$ cat src/rtl/rx_frame_timer_if.sv
// Bundle of control, configuration and timing signals between the RX
// front end (master) and the oversampling frame timer (slave).
interface rx_frame_timer_if #(
    parameter int PRESC_W = 6,
    parameter int BIT_W   = 4
);
    logic               start;
    logic               abort;
    logic [PRESC_W-1:0] prescaler;
    logic [1:0]         data_len;
    logic               par_en;
    logic               stop2;
    logic               busy;
    logic [PRESC_W-1:0] edge_cnt;
    logic [BIT_W-1:0]   bit_cnt;
    logic [2:0]         samp_strb;
    logic               bit_done;
    logic               frame_done;

    modport master (
        output start, abort, prescaler, data_len, par_en, stop2,
        input  busy, edge_cnt, bit_cnt, samp_strb, bit_done, frame_done
    );

    modport slave (
        input  start, abort, prescaler, data_len, par_en, stop2,
        output busy, edge_cnt, bit_cnt, samp_strb, bit_done, frame_done
    );
endinterface

$ cat src/rtl/rx_frame_timer.sv
// Oversampling timing engine for the UART receiver. Counts edges within a
// bit and bits within a frame, with the frame shape latched at start, and
// decodes mid-bit sample strobes plus bit/frame completion pulses.
module rx_frame_timer #(
    parameter int PRESC_W   = 6,
    parameter int BIT_W     = 4,
    parameter int MIN_PRESC = 4
) (
    input logic              CLK,
    input logic              RST,
    rx_frame_timer_if.slave  bus
);

    typedef enum logic {
        IDLE,
        RUN
    } state_t;

    localparam logic [PRESC_W-1:0] P_ONE = PRESC_W'(1);
    localparam logic [BIT_W-1:0]   B_ONE = BIT_W'(1);
    localparam logic [PRESC_W-1:0] P_MIN = PRESC_W'(MIN_PRESC);

    state_t             state, state_nxt;
    logic [PRESC_W-1:0] edge_cnt, edge_nxt;
    logic [BIT_W-1:0]   bit_cnt, bit_nxt;
    logic [PRESC_W-1:0] p_reg, p_nxt;
    logic [BIT_W-1:0]   l_reg, l_nxt;

    logic               run;
    logic               last_edge;
    logic               last_bit;
    logic [PRESC_W-1:0] mid;
    logic [PRESC_W-1:0] p_cfg;
    logic [BIT_W-1:0]   l_cfg;
    logic [2:0]         strb;
    logic               bit_done;
    logic               frame_done;

    // Frame shape as it would be latched by a start this cycle: clamped
    // oversampling ratio and total bit count (start + data + parity + stop).
    always_comb begin
        p_cfg = (bus.prescaler < P_MIN) ? P_MIN : bus.prescaler;
        l_cfg = BIT_W'(7) + BIT_W'(bus.data_len) + BIT_W'(bus.par_en) + BIT_W'(bus.stop2);
    end

    // Decodes of the registered counters; abort suppresses completion pulses.
    always_comb begin
        run        = (state == RUN);
        mid        = p_reg >> 1;
        last_edge  = (edge_cnt == p_reg - P_ONE);
        last_bit   = (bit_cnt == l_reg - B_ONE);
        bit_done   = run && last_edge && !bus.abort;
        frame_done = bit_done && last_bit;
        strb[0]    = run && (edge_cnt == mid - P_ONE);
        strb[1]    = run && (edge_cnt == mid);
        strb[2]    = run && (edge_cnt == mid + P_ONE);
    end

    // Next-state logic: idle waits for start, run counts edges and bits.
    always_comb begin
        state_nxt = state;
        edge_nxt  = edge_cnt;
        bit_nxt   = bit_cnt;
        p_nxt     = p_reg;
        l_nxt     = l_reg;
        case (state)
            IDLE: begin
                if (bus.start && !bus.abort) begin
                    state_nxt = RUN;
                    p_nxt     = p_cfg;
                    l_nxt     = l_cfg;
                    edge_nxt  = '0;
                    bit_nxt   = '0;
                end
            end
            RUN: begin
                if (bus.abort) begin
                    state_nxt = IDLE;
                    edge_nxt  = '0;
                    bit_nxt   = '0;
                end else if (last_edge) begin
                    edge_nxt = '0;
                    if (last_bit) begin
                        state_nxt = IDLE;
                        bit_nxt   = '0;
                    end else begin
                        bit_nxt = bit_cnt + B_ONE;
                    end
                end else begin
                    edge_nxt = edge_cnt + P_ONE;
                end
            end
            default: begin
                state_nxt = IDLE;
                edge_nxt  = '0;
                bit_nxt   = '0;
            end
        endcase
    end

    // State, counter and latched-configuration registers.
    always_ff @(posedge CLK) begin
        if (!RST) begin
            state    <= IDLE;
            edge_cnt <= '0;
            bit_cnt  <= '0;
            p_reg    <= '0;
            l_reg    <= '0;
        end else begin
            state    <= state_nxt;
            edge_cnt <= edge_nxt;
            bit_cnt  <= bit_nxt;
            p_reg    <= p_nxt;
            l_reg    <= l_nxt;
        end
    end

    assign bus.busy       = run;
    assign bus.edge_cnt   = edge_cnt;
    assign bus.bit_cnt    = bit_cnt;
    assign bus.samp_strb  = strb;
    assign bus.bit_done   = bit_done;
    assign bus.frame_done = frame_done;

endmodule
$ cat src/flat_wrapper.sv
// flat-port wrapper written by rule: the top's interface ports become plain ports
module rx_frame_timer_flat 
#(
    parameter int PRESC_W   = 6,
    parameter int BIT_W     = 4,
    parameter int MIN_PRESC = 4
)
  (CLK, RST, bus_start, bus_abort, bus_prescaler, bus_data_len, bus_par_en, bus_stop2, bus_busy, bus_edge_cnt, bus_bit_cnt, bus_samp_strb, bus_bit_done, bus_frame_done);
  rx_frame_timer_if #(.PRESC_W(PRESC_W), .BIT_W(BIT_W)) bus_i ();
  input logic CLK;
  input logic RST;
  input wire logic [$bits(bus_i.start)-1:0] bus_start;
  input wire logic [$bits(bus_i.abort)-1:0] bus_abort;
  input wire logic [$bits(bus_i.prescaler)-1:0] bus_prescaler;
  input wire logic [$bits(bus_i.data_len)-1:0] bus_data_len;
  input wire logic [$bits(bus_i.par_en)-1:0] bus_par_en;
  input wire logic [$bits(bus_i.stop2)-1:0] bus_stop2;
  output wire logic [$bits(bus_i.busy)-1:0] bus_busy;
  output wire logic [$bits(bus_i.edge_cnt)-1:0] bus_edge_cnt;
  output wire logic [$bits(bus_i.bit_cnt)-1:0] bus_bit_cnt;
  output wire logic [$bits(bus_i.samp_strb)-1:0] bus_samp_strb;
  output wire logic [$bits(bus_i.bit_done)-1:0] bus_bit_done;
  output wire logic [$bits(bus_i.frame_done)-1:0] bus_frame_done;
  assign bus_i.start = bus_start;
  assign bus_i.abort = bus_abort;
  assign bus_i.prescaler = bus_prescaler;
  assign bus_i.data_len = bus_data_len;
  assign bus_i.par_en = bus_par_en;
  assign bus_i.stop2 = bus_stop2;
  assign bus_busy = bus_i.busy;
  assign bus_edge_cnt = bus_i.edge_cnt;
  assign bus_bit_cnt = bus_i.bit_cnt;
  assign bus_samp_strb = bus_i.samp_strb;
  assign bus_bit_done = bus_i.bit_done;
  assign bus_frame_done = bus_i.frame_done;
  rx_frame_timer #(.PRESC_W(PRESC_W), .BIT_W(BIT_W), .MIN_PRESC(MIN_PRESC)) u_core (.CLK(CLK), .RST(RST), .bus(bus_i));
endmodule
$ cat config.mk
export PLATFORM = sky130hd
export DESIGN_NAME = rx_frame_timer_flat
export DESIGN_NICKNAME = d
export VERILOG_FILES = /design/src/rtl/rx_frame_timer_if.sv /design/src/rtl/rx_frame_timer.sv /design/src/flat_wrapper.sv
export SDC_FILE = /design/constraint.sdc
export NUM_CORES = 1
export LEC_CHECK = 0
export BUFFER_PORTS_ARGS = -buffer_cell sky130_fd_sc_hd__buf_4
export CAP_MARGIN = 20
export CELL_PAD_IN_SITES_DETAIL_PLACEMENT = 0
export CELL_PAD_IN_SITES_GLOBAL_PLACEMENT = 1
export CORE_ASPECT_RATIO = 0.8
export CORE_MARGIN = 4
export CORE_UTILIZATION = 41
export CTS_CLUSTER_DIAMETER = 150
export DETAILED_ROUTE_END_ITERATION = 6
export GPL_TIMING_DRIVEN = 1
export PLACE_DENSITY_LB_ADDON = 0.1
export SYNTH_ARGS = -nofsm -noshare
export SYNTH_HDL_FRONTEND = slang
export SYNTH_SLANG_ARGS = --single-unit
$ cat constraint.sdc
create_clock -name CLK -period 3.08 [get_ports CLK]
set_clock_uncertainty 0.1 [all_clocks]
set_input_delay 0.308 -clock CLK [delete_from_list [all_inputs] [get_ports CLK]]
set_output_delay 0.308 -clock CLK [all_outputs]
set_load 0.005 [all_outputs]
# Word-level counts from Yosys, hierarchy flattened
# Cells that the tools add are included.
dict set report classes {
  addsub 9
  order_cmp 1
  n_eq_ne 7
  muxes 15
  bitwise_logic 1
  n_reduce_logical 10
}
# cell n
set ops {}
lappend ops {{6-bit 2-to-1 mux} 4}
lappend ops {{6-bit equality test} 3}
lappend ops {{4-bit 2-to-1 mux} 4}
lappend ops {{6-bit one-hot mux with 2 select lines} 1}
lappend ops {{4-bit by 1-bit adder with 4-bit output} 2}
lappend ops {{4-bit one-hot mux with 2 select lines} 1}
lappend ops {{1-bit logical AND} 7}
lappend ops {{5-bit by 1-bit adder with 6-bit output (second input constant)} 1}
lappend ops {{6-bit by 1-bit adder with 6-bit output (second input constant)} 1}
lappend ops {{6-bit by 5-bit equality test with 1-bit output} 1}
lappend ops {{6-bit by 3-bit < comparator with 1-bit output (second input constant)} 1}
lappend ops {{5-bit by 1-bit subtractor with 6-bit output (second input constant)} 1}
lappend ops {{6-bit by 1-bit subtractor with 6-bit output (second input constant)} 1}
lappend ops {{3-bit by 2-bit adder with 4-bit output (first input constant)} 1}
lappend ops {{4-bit by 1-bit adder with 4-bit output (second input constant)} 1}
lappend ops {{4-bit equality test} 1}
lappend ops {{1-bit 2-to-1 mux} 4}
lappend ops {{2-bit AND reduction} 2}
lappend ops {{4-bit by 1-bit subtractor with 4-bit output (second input constant)} 1}
lappend ops {{3-bit != test (second input constant)} 1}
lappend ops {{2-bit by 1-bit != test with 1-bit output (second input constant)} 1}
lappend ops {{1-bit one-hot mux with 2 select lines} 1}
lappend ops {{1-bit zero test} 1}
lappend ops {{1-bit inverter} 1}
dict set report totals {
  register_bits 21
  input_bits 14
  output_inout_bits 16
  elab_cells 48
}

# Logic depth before layout (Yosys ltp)
dict set report depth {
  word_depth 6
  depth_mapped 9
  mapped_depth_nobuf 9
}

# Worst setup path after synthesis
# No wires, ideal clock.
dict set report synth_path {
  kind {reg2out}
  from {reg u_core.p_reg[2]}
  to {out bus_frame_done}
  t_arrival_ps 1743
  required_time_ps 2672
  path_slack_ps 929
  stages_incl_launch_ff 9
  n_path_buf 1
  path_cell_list {dfxtp_1 -> buf_2 -> inv_1 -> ha_1 -> a21boi_4 -> nand3_1 -> a211oi_2 -> nand2_2 -> nor3_1}
}
dict set report synth_via {
  elab_chain_cells 5
}
# element line_no
set synth_lines {}
lappend synth_lines {{start, declared} rx_frame_timer.sv:26} ;# logic [PRESC_W-1:0] p_reg, p_nxt;
lappend synth_lines {{start signal, assigned} rx_frame_timer.sv:113} ;# p_reg <= p_nxt;
lappend synth_lines {{6-bit by 1-bit subtractor with 6-bit output} rx_frame_timer.sv:50} ;# last_edge = (edge_cnt == p_reg - P_ONE);
lappend synth_lines {{6-bit equality test} rx_frame_timer.sv:50}
lappend synth_lines {{1-bit logical AND (2 in a row)} rx_frame_timer.sv:52} ;# bit_done = run && last_edge && !bus.abort;
lappend synth_lines {{1-bit logical AND} rx_frame_timer.sv:53} ;# frame_done = bit_done && last_bit;
lappend synth_lines {{end, declared} flat_wrapper.sv:23} ;# output wire logic [$bits(bus_i.frame_done)-1:0] bus_frame_done;
# No other way between the ends.

# Final worst setup path
# Ends and elaborated chain as after synthesis.

==> out/metrics.yaml <==
logic_synthesis:
  synth.yosys.warnings: 0
  syn-cell-area_mm2: 0.001628
  synth-main-ff-cell: "sky130_fd_sc_hd__dfxtp_1"
  synth-async-reset-ratio_pct: 0
  average_size_of_a_mapped_cell_um2: 8.348
  synthesis.instances: 195
  synth_seq_area_share_pct: 25.83
  yosys_register_bits: 21
  syn-num-nets: 220
  post_synth_edffs: 0
  post_synth_num_cell_types: 46
pwr:
  static_leakage_nw: 0.8294
  ir_worst_vdd_uv: 210.3
  power.density_cell_area_mw_per_mm2: 332.2
timing:
  fin_setup_tns_ps: 0
  max_slew.worst_pin.slew_ps: 457.9
  setup_slack_ps: 427.5
  slew-limit-headroom_pct: 69.43
  slew_viol_final: 0
  report.final.setup_viol: 0
  report.final.hold_viol_count: 0
  timing.fmax_ghz: 0.3770
  post-route-min-period_ps: 2653
  final_min_period_over_clock_period_pct: 86.12
  grt_setup_unrepaired: "false"
die:
  die_h_um: 64.36
  row_count: 20
  placeableCoreArea_mm2: 0.003804
  ios: 30
  die_w_um: 78.45
  dieArea_mm2: 0.005049
  initial_cell_density_of_the_core_pct: 42.80
setup_path:
  crit_path_start_kind: "register"
  worst-endpoint-arrival_ps: 2240
  setup.worst_path.end_class: "output port"
  crit_fanout: 9
  critical_path_required_ps: 2670
  timing.setup.critical_path_class: "register to output port"
placed_design:
  routabilityCongestion: 0.8851
  detailedPlacementHpwl_mm: 2.857
  place_worst_setup_slack_ps: 713.5
  io_buffers: 29
clock_tree:
  cts.root.buffer_cell: "sky130_fd_sc_hd__clkbuf_8"
  cts_buffers: 3
  ctsLongestPathBuffers: 2
  postCtsResizedCells: 0
  worst_skew_pair.late_latency_ps: 260
  clock_tree.htree_level_count: 1
  postCtsSetupRepairBufs: 0
  cts.sink_count: 21
  cts_tree: "built"
  cts_hold_repair.buffers: 0
  register_clock_pin_slew_on_the_reported_worst_setup_and_hold_paths_ps: 70
global_routing:
  global_route.usage.met1_pct: 21.04
  gr-usage-met2_pct: 23.72
  pin_count_of_the_biggest_net_entering_global_routing: 23
  grt_overflow: 0
  grt.met3_usage_pct: 3.803
  grt_usage_pct: 15.29
  first_global_vias: 1314
  first_pass_grt_wire_length_mm: 6.230
  antenna_found_initial: 0
  top_usage_layer: "met2"
detailed_routing:
  aggregate_routed_wire_length_mm: 3.652
  remaining_drc_errors: 0
  drtIter0Drc: 102
  postRouteAntennaNets: 0
  via_per_inst: 5.120
  post_drt_wl_per_cell_um: 13.33
  vias: 1403
  dr.pass1.iters: 4
cells_and_area:
  layout-drive-gt1-share_pct: 20.09
  nNetsFinal: 245
  commonest_non_fill_non_tap_cells_in_the_layout: "sky130_fd_sc_hd__buf_4 (30), sky130_fd_sc_hd__nand2_1 (21), sky130_fd_sc_hd__dfxtp_1 (21), sky130_fd_sc_hd__xor2_1 (15)"
  antenna_cells_inserted: 0
  layout_commonest_cell: "sky130_fd_sc_hd__buf_4"
  area_growth_pct: 17.22
  final_core_utilization_pct: 50.16
outcome:
  run_status: "finished, final reports clean"
hold_path:
  hold_path_class: "primary input to register"
job:
  cap_violations: 0
-- metrics by stage --
| step | cells | hold WS, ps | total power [mW] | cell area, um^2 |
|---|---|---|---|---|
| finish | 274 | 214.4 | 0.6339 | 1908 |
| global route | 274 | 219.4 | 0.6752 | 1908 |
| CTS | 274 | 206.9 | 0.6418 | 1908 |
| detailed placement | 270 | 422.9 | 0.4583 | 1863 |
| global placement | 270 | 409.1 | 0.4542 | 1863 |
| floorplan | 195 | 348.3 | 0.4151 | 1628 |
-- layout make-up --
type | count | area [um^2]
fill | 376 | 1896
clock buffer | 4 | 45.04
timing repair buffer | 30 | 225.2
tap | 55 | 68.82
sequential | 21 | 420.4
multi-input combinational | 152 | 1104
inverter | 12 | 45.04
-- cell usage after synthesis, types with 4 or more instances --
master                      n  area share [%]
sky130_fd_sc_hd__nor2_1    12             2.8
sky130_fd_sc_hd__xnor2_1   11             5.9
sky130_fd_sc_hd__dfxtp_1   21              26
sky130_fd_sc_hd__inv_1     12             2.8
sky130_fd_sc_hd__a21boi_0   5             2.3
sky130_fd_sc_hd__nor4_1     4             1.5
sky130_fd_sc_hd__nand2_1   21             4.8
sky130_fd_sc_hd__nand3_1   10             3.1
sky130_fd_sc_hd__xor2_1    15             8.1
sky130_fd_sc_hd__o21ai_0    4             1.2
sky130_fd_sc_hd__clkbuf_1   4            0.92
sky130_fd_sc_hd__a31oi_1    5             1.9
sky130_fd_sc_hd__nor2b_1    4             1.5
sky130_fd_sc_hd__ha_1      10             7.7
sky130_fd_sc_hd__nor3_1     6             1.8
-- cells by family (layout without fill, tap and decap cells) --
| kind of cell | count (synthesis) | in the layout | synth area share, % |
|---|---|---|---|
| AO/OA/AOI/OAI | 41 | 41 | 21.91 |
| XOR/XNOR | 26 | 26 | 13.99 |
| adder cells (fa/ha/maj) | 11 | 11 | 8.916 |
| buffers and inverters | 22 | 46 | 6.379 |
| flip-flops | 21 | 21 | 25.83 |
| multiplexers | 2 | 2 | 1.230 |
| AND/OR/NAND/NOR | 72 | 72 | 21.75 |
-- path summary, 6_finish.rpt --
path                         start                      to  slack [ps]  cells after the start
hold reg to reg    u_core.l_reg[0]         u_core.l_reg[0]         430                      2
setup reg to reg   u_core.p_reg[2]  u_core.bus.edge_cnt[5]         740                      8
hold / removal    bus_prescaler[4]         u_core.p_reg[4]         210                      3
setup / recovery   u_core.p_reg[2]          bus_frame_done         430                      8
-- metal layers --
metal	up-vias	share of wire [%]
met2	32	43
met4	0	0.88
met1	631	51
li1	736	-
met5	-	0
met3	4	4.9
-- critical path, cell delays in order (launching register included) --
cell and delay, ps:
sky130_fd_sc_hd__dfxtp_1 480, sky130_fd_sc_hd__inv_1 110, sky130_fd_sc_hd__ha_1 250, sky130_fd_sc_hd__a21boi_4 170, sky130_fd_sc_hd__xnor2_1 190, sky130_fd_sc_hd__a211oi_2 300
sky130_fd_sc_hd__nand2_2 140, sky130_fd_sc_hd__nor3_1 200, sky130_fd_sc_hd__buf_4 140
-- power breakdown --
| group | internal (mW) | leakage [nW] | switching [mW] |
|---|---|---|---|
| Clock | 0.0921 | 0.0228 | 0.0893 |
| Sequential | 0.282 | 0.171 | 0.0184 |
| Combinational | 0.0734 | 0.636 | 0.0787 |
(Power assumes the default switching activity.)
